===== src/rtl/event_enc4.sv =====
// rtl/event_enc4.sv - registered 4-input event encoder with valid/ack output handshake
//
// Captures events on four input lines into a pending set and presents them one
// at a time as a 2-bit index to a single consumer.
//
// Parameters:
//   INV_MASK  bit n set => input I<n> is active-low
//   EDGE      1: event = rising edge of effective input; 0: level (every CE cycle)
//
// Ports:
//   C    in   clock, rising edge
//   CLR  in   asynchronous active-high reset
//   CE   in   clock enable for input sampling (handshake ignores CE)
//   I0   in   event input 0
//   I1   in   event input 1
//   I2   in   event input 2
//   I3   in   event input 3
//   ACK  in   consumer accepts O while VLD=1
//   O    out  encoded index of presented event
//   VLD  out  O holds a valid event
//   OVF  out  sticky: an edge event was lost
//
// Build option:
//   EVENT_ENC4_ROUND_ROBIN_EN  defined: round-robin selection starting after the
//                              last index presented; undefined: lowest index wins.

module event_enc4 #(
  parameter logic [3:0] INV_MASK = 4'b0001,
  parameter bit         EDGE     = 1'b1
) (
  input  logic       C,
  input  logic       CLR,
  input  logic       CE,
  input  logic       I0,
  input  logic       I1,
  input  logic       I2,
  input  logic       I3,
  input  logic       ACK,
  output logic [1:0] O,
  output logic       VLD,
  output logic       OVF
);

  typedef enum logic {
    IDLE    = 1'b0,
    PRESENT = 1'b1
  } state_t;

  state_t     state;
  logic [3:0] prev;
  logic [3:0] pend;
  logic [3:0] eff;
  logic [3:0] evt;
  logic [3:0] sel_mask;
  logic [3:0] lost;
  logic [1:0] sel;
  logic       load;

  assign eff = {I3, I2, I1, I0} ^ INV_MASK;

  // Events only exist on CE cycles; prev is updated on the same cycles, so a
  // line that rose while CE was low still produces an edge once CE returns.
  always_comb begin
    evt = 4'b0000;
    if (CE) begin
      evt = EDGE ? (eff & ~prev) : eff;
    end
  end

`ifdef EVENT_ENC4_ROUND_ROBIN_EN
  logic [1:0] last;
  logic [1:0] rr_idx;

  // Walk offsets from far to near so the index closest after 'last' wins.
  always_comb begin
    sel    = 2'd0;
    rr_idx = 2'd0;
    for (int n = 3; n >= 0; n--) begin
      rr_idx = last + 2'(n) + 2'd1;
      if (pend[rr_idx]) begin
        sel = rr_idx;
      end
    end
  end
`else
  // Walk downward so the lowest pending index wins.
  always_comb begin
    sel = 2'd0;
    for (int n = 3; n >= 0; n--) begin
      if (pend[n]) begin
        sel = 2'(n);
      end
    end
  end
`endif

  assign load     = ((state == IDLE) || ACK) && (|pend);
  assign sel_mask = load ? (4'b0001 << sel) : 4'b0000;

  // A repeat edge on a line that is still pending is a lost event, unless that
  // line is being handed to the consumer on this very edge.
  assign lost     = EDGE ? (evt & pend & ~sel_mask) : 4'b0000;

  always_ff @(posedge C or posedge CLR) begin
    if (CLR) begin
      state <= IDLE;
      O     <= 2'b00;
      OVF   <= 1'b0;
      pend  <= 4'b0000;
      prev  <= 4'b0000;
`ifdef EVENT_ENC4_ROUND_ROBIN_EN
      last  <= 2'b11;
`endif
    end else begin
      if (CE) begin
        prev <= eff;
      end

      // New event on the selected line re-arms it (event wins over clear).
      pend <= (pend & ~sel_mask) | evt;

      if (|lost) begin
        OVF <= 1'b1;
      end

      if (load) begin
        O <= sel;
`ifdef EVENT_ENC4_ROUND_ROBIN_EN
        last <= sel;
`endif
      end

      case (state)
        IDLE: begin
          if (load) begin
            state <= PRESENT;
          end
        end
        PRESENT: begin
          if (ACK && !load) begin
            state <= IDLE;
          end
        end
        default: state <= IDLE;
      endcase
    end
  end

  assign VLD = (state == PRESENT);

endmodule

===== config.mk =====
export PLATFORM = sky130hd
export DESIGN_NAME = event_enc4
export DESIGN_NICKNAME = d
export VERILOG_FILES = /design/src/rtl/event_enc4.sv
export SDC_FILE = /design/constraint.sdc
export NUM_CORES = 1
export LEC_CHECK = 0
export CORE_UTILIZATION = 30
export DETAILED_ROUTE_END_ITERATION = 8
export PLACE_DENSITY = 0.54
export SLEW_MARGIN = 20
export SYNTH_ARGS = -nofsm -noshare
export SYNTH_HDL_FRONTEND = slang
export SYNTH_SLANG_ARGS = --single-unit

===== constraint.sdc =====
create_clock -name C -period 1.5 [get_ports C]
set_input_delay 0.15 -clock C [delete_from_list [all_inputs] [get_ports C]]
set_output_delay 0.15 -clock C [all_outputs]
set_load 0.02 [all_outputs]

== Word level (Yosys, flattened, before mapping) ==
Cells that the tools add are included.
Storage, ports and cells
  register bits: 12
  bits in latches: 0
  memory bits (writable): 0
  bits in read-only memories: 0
  input port bits: 8
  memories kept: 0
Operators by class
  $add $sub $neg: 0
  $mul: 0
  div/mod/pow operators: 0
  $lt $le $gt $ge: 0
  eq/ne operators: 0
  shift operators: 1
  multiplexer cells: 9
  bitwise operators: 9
  reductions and logical operators: 6
Operators with widths (number)
  bitwise AND 4 bit: 4
  2-to-1 mux 2 bit: 4
  2-to-1 mux 4 bit: 2
  inverter 4 bit: 2
  OR reduction 4 bit: 2
  OR 4 bit: 1
  left shift 1 x 2 -> 4 bit, first input constant: 1
  logical AND 1 bit: 2
  2-to-1 mux 1 bit: 2
  inverter 1 bit: 2
  one-hot mux 1 bit (2 select lines): 1
  logical NOT 1 bit: 1
  logical OR 1 bit: 1

== Depth between registers and ports, before layout ==
Gate-level depths: netlist of run 1.
  depth after elaboration: 9
  depth in mapped cells: 5
  mapped depth without buffers: 4

== Least setup slack after synthesis of run 1 ==
No wires, ideal clock.
  path kind: reg2reg
  from: register state, in the netlist VLD
  to: register OVF
  arrival: 1.190 ns
  required time: 1.376 ns
  setup slack: 0.186 ns
  cell stages (with the launch flop): 6
  buffers on the path: 1
  cells stage by stage: dfrtp_1 > nor2b_4 > buf_6 > o31ai_2 > o21ai_0 > or2_1
Between the ends
  longest elaborated chain between the ends: 7
Ends and longest elaborated chain
  from (decl): RTL line 49  | state_t state;
  from (signal assigned): RTL line 106  | state <= IDLE;
  from (signal assigned): RTL line 136  | state <= PRESENT;
  from (signal assigned): RTL line 141  | state <= IDLE;
  inverter 1 bit
  logical OR 1 bit: RTL line 97  | assign load = ((state == IDLE) || ACK) && (|pend);
  logical AND 1 bit: RTL line 97
  2-to-1 mux 4 bit: RTL line 98  | assign sel_mask = load ? (4'b0001 << sel) : 4'b0000;
  inverter 4 bit: RTL line 102  | assign lost = EDGE ? (evt & pend & ~sel_mask) : 4'b0000;
  bitwise AND 4 bit: RTL line 102
  OR reduction 4 bit: RTL line 122  | if (|lost) begin
  to (signal assigned): RTL line 108  | OVF <= 1'b0;
  to (signal assigned): RTL line 123  | OVF <= 1'b1;
  to (decl): RTL line 41  | output logic OVF
No other way between the ends.
A chain may end at the register's enable or synchronous reset.

== Worst setup path after layout of run 1 ==
  from: register OVF
  to: output port OVF
No word-level cell between the ends.

==> results of run 1 <==
==> placed cells by master, fill, tap and decap left out <==
| cell type | n |
|---|---|
| o41ai_2 | 1 |
| clkdlybuf4s50_1 | 11 |
| nor2b_4 | 1 |
| o21ai_0 | 1 |
| nor3b_1 | 1 |
| dfrtp_1 | 12 |
| a21o_1 | 1 |
| o22a_1 | 2 |
| o31ai_2 | 1 |
| nand2_1 | 3 |
| inv_1 | 3 |
| o21ai_1 | 1 |
| and4b_1 | 1 |
| buf_4 | 4 |
| or2_1 | 1 |
| nand3b_1 | 4 |
| clkbuf_8 | 1 |
| a21oi_1 | 4 |
| nor2_1 | 6 |
| o22ai_1 | 1 |
| clkbuf_4 | 3 |
| mux2_1 | 3 |
==> path summary, 6_finish.rpt <==
| kind | startpoint | to | slack [ns] | depth (start not counted) |
|---|---|---|---|---|
| worst max-delay path | OVF | OVF | 0.1 | 1 |
| worst min register to register | prev[2] | prev[2] | 0.48 | 1 |
| worst min-delay path | CLR | pend[1] | 0.17 | 2 |
| max in group asynchronous | CLR | pend[3] | 1.01 | 2 |
| worst max register to register | pend[1] | OVF | 0.25 | 4 |
| min in group C | I0 | prev[0] | 0.46 | 2 |
==> through the flow <==
step | cells | power [mW] | utilization | hold WS (ns)
after floorplan | 49 | 0.599 | - | 0.0147
after global placement | 87 | 0.708 | 0.406 | 0.457
after detailed placement | 87 | 0.711 | 0.406 | 0.468
after CTS | 91 | 0.980 | 0.427 | 0.177
after global routing | 91 | 1.03 | 0.427 | 0.231
final | 91 | 0.965 | 0.427 | 0.170
==> worst register-to-register path: cells and delay by family, from the launching register on <==
family          cells  cell delay, ns
flops               1            0.47
simple gates        2            0.47
compound gates      2            0.21
==> kinds of logic after synthesis <==
family,count (synthesis)
AOI/OAI and AO/OA,12
buffers and inverters,5
DFF,12
muxes,3
and+or+nand+nor,17
==> registers in the layout (all words and copies together), names as in the netlist <==
name,count
pend,4
prev,4
O,2
OVF,1
VLD,1
==> final cells by class <==
type                            instances  area [µm²]  area share
Tap cell                               25        31.3      0.0420
Multi-Input combinational cell         32         225       0.303
Clock buffer                            4        36.3      0.0487
Sequential cell                        12         300       0.403
Timing Repair Buffer                   15         140       0.188
Inverter                                3        11.3      0.0151
==> metal layers <==
layer	up-vias	part of all wire	global-route usage
met5	-	0	0
met4	0	0.028	0.0727
met3	4	0.069	0.0720
met2	13	0.45	0.186
met1	201	0.45	0.150
li1	209	-	-
==> power by group through the flow <==
| stage | clock network, mW | logic, mW | registers [mW] |
|---|---|---|---|
| 2_1_floorplan | 0 | 0.127 | 0.472 |
| 3_3_place_gp | 0 | 0.270 | 0.439 |
| 3_5_place_dp | 0 | 0.271 | 0.440 |
| 4_1_cts | 0.275 | 0.271 | 0.433 |
| 5_1_grt | 0.289 | 0.299 | 0.441 |
| 6_report | 0.264 | 0.269 | 0.433 |
==> flow_summary.ini, run 1 <==
[yosys]
synth_cell_types = 19
synth_ff_type = dfrtp_1
postSynthCellCount = 49
synth_top_cell_area_share = 0.537
synthTopCellsByArea = dfrtp_1 54%, mux2_1 6.0%, nand3b_1 5.4%
synthAdderAreaFrac = 0
synth_warnings = 0
ys_ff_latch = 12
avgSynthCellArea_um2 = 11.4
synthesis.nets = 57
synthMuxAreaShare = 0.0604
synth_compound_area_frac = 0.161
seq_area_frac_synth = 0.537
syn-cell-area_um2 = 559
synth_edf_count = 0
synth_xor_area_frac = 0
yosysTopAreaCell = dfrtp_1
synth.most_common_cell = dfrtp_1
synthArstFlopShare = 1.00
yosys-top-cells-count = 12 x dfrtp_1, 6 x nor2_1, 4 x a21oi_1, 4 x nand3b_1
yosys.area_share.simple = 0.181
synth_top_family_by_area = simple AND/OR/NAND/NOR gates

[pwr]
cellLeakagePower_nw = 0.327
powerDensity_nw_per_um2 = 1300
seq_power_share = 0.449
ir_drop_mv = 0.708
p_comb_frac = 0.278
p_switching_mw = 0.286
swShare = 0.297
clkPwrFrac = 0.273
p_int_mw = 0.679

[floorplanning]
initial_utilization = 0.320
die_y_um = 45.2
dieArea_um2 = 2040
core_um2 = 1750
rows = 15
design.portCount = 12
die_w_um = 45.2

[timing]
maxSlewHeadroom = 0.687
max_freq_mhz = 713
rsz0062_at_grt = no
min_period_over_period = 0.935
fin_skew_ns = 0.00589
hold_violations = 0
setup_viol = 0
maxSlewViolCount = 0
setup_ws_ns = 0.0975
period_needed_ns = 1.40
worst_slew_pin_slew_ns = 0.468
final.setup.tns_ns = 0

[run_status]
status = completed

[global_routing]
grt_first_pass_wirelength_um = 1710
antenna_found_initial = 0
grt_max_degree = 13
grt_util_all_layers = 0.129
grt_pass1_vias = 391
grt-ovfl-total = 0

[placed_design]
gp_congestion = 0.736
dp_slack_ns = 0.0768
placed_area_um2 = 708
io_buffers = 11
dp_hpwl_um = 714

[critical_path]
cp_slowest_cell = clkdlybuf4s50_1
startpoint_type = register
crit_buf_inv = 1
worstPathArrival_ns = 1.25
crit_required_ns = 1.35
cp_max_fo = 2
cpPeakStageDelay_ns = 0.60
crit_chain = clkdlybuf4s50_1
crit_family = buffers and inverters
end_kind = output pin
critPathKind = register to output pin

[clock_tree]
hold_buffers = 0
clockBufferDepth = 2
cts_inserted_buffers = 3
clk_pin_slew_ns = 0.08
clkLatencyLatePin_ns = 0.28
cts_root_buffer = clkbuf_4
cts_tree = built
clkSinkCount = 12
cts-resized-gates = 0
postCtsSetupBuffers = 0
htreeDepth = 1

[finish]
fillers = 180
num_antenna_cells = 0
nets = 75
drive_gt1_frac = 0.167
area_delta_synth_final_pct = 33.1
stdcell_area_um2 = 744

[detailed_routing]
drc = 0
vias_per_cell = 4.69
totalWireLength_um = 979
first_pass_iters = 3
num_vias = 427
wl_per_cell_um = 10.8
drtIter0Drc = 2
ant_nets = 0

[job]
maxCapViolCount = 0

[hold_path]
hold_path_class = primary input to async pin
(Power assumes the default switching activity.)
==> run 2, diff against run 1 <==
==> constraint.sdc (replaced) <==
create_clock -name C -period 1.55 [get_ports C]
set_input_delay 0.155 -clock C [delete_from_list [all_inputs] [get_ports C]]
set_output_delay 0.155 -clock C [all_outputs]
set_load 0.02 [all_outputs]
==> flow_summary.ini, run 2 (synthesized netlist as in run 1, its figures left out) <==
[run_status]
status = completed

[pwr]
p_switching_mw = 0.266
swShare = 0.291
p_comb_frac = 0.271
seq_power_share = 0.460
p_int_mw = 0.649
clkPwrFrac = 0.270
powerDensity_nw_per_um2 = 1250
ir_drop_mv = 0.719
finalPower_mw = 0.915
cellLeakagePower_nw = 0.317

[clock_tree]
clkLatencyLatePin_ns = 0.27
clk_pin_slew_ns = 0.08
cts_tree = built
cts_root_buffer = clkbuf_4
htreeDepth = 1
clockBufferDepth = 2
clkSinkCount = 12
hold_buffers = 0
cts-resized-gates = 0
cts_inserted_buffers = 3
postCtsSetupBuffers = 0

[timing]
maxSlewHeadroom = 0.690
period_needed_ns = 1.38
rsz0062_at_grt = no
hold_violations = 0
min_period_over_period = 0.892
maxSlewViolCount = 0
fin_skew_ns = 0.00645
setup_viol = 0
final.setup.tns_ns = 0
max_freq_mhz = 723
worst_slew_pin_slew_ns = 0.465

[critical_path]
cpPeakStageDelay_ns = 0.60
crit_buf_inv = 1
reg2reg_from = pend[0]
worstPathArrival_ns = 1.23
crit_required_ns = 1.39
startpoint_type = register
crit_start = O[1]
critPathKind = register to output pin
crit_family = buffers and inverters
cp_slowest_cell = clkdlybuf4s50_1
crit_chain = clkdlybuf4s50_1
end_kind = output pin
cp_max_fo = 2

[placed_design]
dp.cells = 85
io_buffers = 11
dp_hpwl_um = 682
gp_congestion = 0.701

[detailed_routing]
highest_layer = met4
first_pass_iters = 3
vias_per_cell = 4.63
wirelength_met1_um = 419
wl_per_cell_um = 10.2
route.met2.wl_um = 410
num_vias = 412
drc = 0
drtIter0Drc = 9
met3_length_um = 66
totalWireLength_um = 906
ant_nets = 0

[finish]
nets = 73
final_cells = 89
area_delta_synth_final_pct = 30.4
num_antenna_cells = 0
reg.largest.list = pend: 4 flops, prev: 4 flops, O: 2 flops
final_common_cell = dfrtp_1
final_cell_mix = 12 x dfrtp_1, 11 x clkdlybuf4s50_1, 6 x nor2_1
drive_gt1_frac = 0.141

[floorplanning]
die_y_um = 45.2
core_um2 = 1750
design.portCount = 12
initial_utilization = 0.320
dieArea_um2 = 2040
die_w_um = 45.2
rows = 15

[global_routing]
grt_max_degree = 13
grt_util_all_layers = 0.116
grt_pass1_vias = 366
grt_first_pass_wirelength_um = 1580
grt-ovfl-total = 0
antenna_found_initial = 0

[job]
maxCapViolCount = 0

[hold_path]
hold_path_class = primary input to async pin
## run 2: cell types whose count changed in the layout (fill, tap and decap cells not counted), sizes merged
cell  before  now
buf        4    2
## run 2: final timing paths
path / slack [ns] / to / cells after the start
max: 0.17 / O[1] / 1
min: 0.18 / pend[0] / 2
max reg2reg: 0.22 / OVF / 3
min reg2reg: 0.48 / prev[3] / 1
max in group asynchronous: 1.05 / OVF / 2
min in group C: 0.47 / prev[0] / 2
## run 2: metrics by stage
step,hold WS (ns),utilization,setup WS (ns),instance area (µm²)
2_1_floorplan,0.0197,-,0.236,559
3_3_place_gp,0.457,0.397,0.104,693
3_5_place_dp,0.467,0.397,0.0863,693
4_1_cts,0.193,0.418,0.156,729
5_1_grt,0.254,0.418,0.107,729
6_report,0.182,0.418,0.168,729
## run 2: cell type report
type	count	area, µm²
Tap cell	25	31.3
Fill cell	179	1020
Clock buffer	4	36.3
Sequential cell	12	300
Inverter	3	11.3
Multi-Input combinational cell	32	225
Timing Repair Buffer	13	125
## run 2: power groups by stage
stage	sequential (mW)	combinational [mW]	clock (mW)
after floorplan	0.456	0.123	0
after global placement	0.427	0.248	0
after detailed placement	0.427	0.251	0
after CTS	0.421	0.251	0.259
after global routing	0.430	0.276	0.271
final	0.421	0.248	0.247
## run 2: metal layers
metal / GRT usage / vias up
met5: 0 / -
met4: 0.0364 / 0
met3: 0.0760 / 2
met2: 0.159 / 13
met1: 0.146 / 196
li1: - / 201
==> run 3, diff against run 2 <==
--- a/config.mk
+++ b/config.mk
@@ -5,9 +5,11 @@
 export SDC_FILE = /design/constraint.sdc
 export NUM_CORES = 1
 export LEC_CHECK = 0
-export CORE_UTILIZATION = 30
+export ABC_AREA = 0
+export CORE_AREA = 2 2 39 41
 export DETAILED_ROUTE_END_ITERATION = 8
-export PLACE_DENSITY = 0.54
+export DIE_AREA = 0 0 41 43
+export PLACE_DENSITY = 0.7
 export SLEW_MARGIN = 20
 export SYNTH_ARGS = -nofsm -noshare
 export SYNTH_HDL_FRONTEND = slang
==> flow_summary.ini, run 3 (synthesized netlist as in run 1, its figures left out) <==
[floorplanning]
core_um2 = 1380
design.portCount = 12
initial_utilization = 0.404
die_y_um = 43
rows = 14
dieArea_um2 = 1760
die_w_um = 41

[finish]
nets = 73
final_common_cell = dfrtp_1
drive_gt1_frac = 0.127
reg.largest.list = pend: 4 flops, prev: 4 flops, O: 2 flops
final_cell_mix = 12 x dfrtp_1, 11 x clkdlybuf4s50_1, 6 x nor2_1
area_delta_synth_final_pct = 26.0
final_cells = 79
num_antenna_cells = 0

[clock_tree]
cts_tree = built
hold_buffers = 0
clk_pin_slew_ns = 0.07
clkLatencyLatePin_ns = 0.26
htreeDepth = 1
clkSinkCount = 12
postCtsSetupBuffers = 0
clockBufferDepth = 2
cts-resized-gates = 0
cts_inserted_buffers = 3
cts_root_buffer = clkbuf_4

[critical_path]
crit_buf_inv = 1
end_kind = output pin
crit_required_ns = 1.39
r2r_setup_slack_ns = 0.21
crit_family = buffers and inverters
cpPeakStageDelay_ns = 0.61
r2r_cells = 3
startpoint_type = register
worstPathArrival_ns = 1.25
cp_max_fo = 2
critPathKind = register to output pin
crit_chain = clkdlybuf4s50_1
reg2reg_from = pend[0]
cp_slowest_cell = clkdlybuf4s50_1
r2r_end = OVF

[detailed_routing]
drtIter0Drc = 3
ant_nets = 0
first_pass_iters = 4
vias_per_cell = 5.24
drc = 0
wl_per_cell_um = 11.9
totalWireLength_um = 937
num_vias = 414

[global_routing]
grt_use_met2 = 0.209
grt-ovfl-total = 0
grt_pass1_vias = 372
grt_first_pass_wirelength_um = 1590
grt_use_met1 = 0.162
grt_util_all_layers = 0.145
grt_use_met3 = 0.0628
grt_max_degree = 13
antenna_found_initial = 0
busiest_layer = met2

[placed_design]
io_buffers = 11
dp.cells = 76
gp_congestion = 0.804
dp_hpwl_um = 708

[timing]
hold_violations = 0
max_freq_mhz = 714
rsz0062_at_grt = no
setup_viol = 0
worst_hold_slack_ns = 0.201
period_needed_ns = 1.40
maxSlewViolCount = 0
min_period_over_period = 0.904
final.setup.tns_ns = 0
fin_skew_ns = 0.00437
maxSlewHeadroom = 0.690
worst_slew_pin_slew_ns = 0.464

[pwr]
cellLeakagePower_nw = 0.310
ir_drop_mv = 0.637
p_switching_mw = 0.255
p_int_mw = 0.599
clkPwrFrac = 0.212
seq_power_share = 0.493
powerDensity_nw_per_um2 = 1210
swShare = 0.298
p_comb_frac = 0.295

[job]
maxCapViolCount = 0

[run_status]
status = completed

[hold_path]
hold_path_class = primary input to async pin
==> run 3: cell count changes in the layout (fill, tap and decap cells not counted), sizes merged <==
cell / before / now
clkbuf: 4 / 3
==> run 3: routing by layer <==
metal  share of wire  vias up
met2            0.49       12
li1                -      201
met1            0.45      199
met4          0.0085        0
met3           0.057        2
met5               0        -
==> run 3: worst max-delay path by stage <==
stage | start | end | slack, ns | cells past startpoint
finish | OVF | OVF | 0.15 | 1
global route | O[1] | O[1] | 0.11 | 1
CTS | OVF | OVF | 0.14 | 1
detailed placement | ACK | OVF | 0.08 | 5
global placement | ACK | OVF | 0.14 | 5
floorplan | VLD | OVF | 0.24 | 5
==> run 3: per-stage QoR <==
stage | utilization | setup WS [ns] | power, mW | cell area [µm²]
6_report | 0.509 | 0.149 | 0.854 | 704
5_1_grt | 0.509 | 0.109 | 0.922 | 704
4_1_cts | 0.509 | 0.142 | 0.870 | 704
3_5_place_dp | 0.493 | 0.0765 | 0.684 | 682
3_3_place_gp | 0.493 | 0.135 | 0.676 | 682
2_1_floorplan | - | 0.236 | 0.579 | 559
==> run 3: power groups by stage <==
stage / Clock [mW] / Sequential [mW] / Combinational, mW
detailed placement: 0 / 0.429 / 0.255
global route: 0.208 / 0.429 / 0.285
finish: 0.181 / 0.421 / 0.252
floorplan: 0 / 0.456 / 0.123
global placement: 0 / 0.425 / 0.251
CTS: 0.191 / 0.422 / 0.256
==> run 3: area by class of cell <==
class	instances	area [µm²]
clock buffers	3	22.5
well taps	16	20.0
multi-input cells	32	225
flip-flops and latches	12	300
fillers	136	679
repair buffers	13	125
inverters	3	11.3
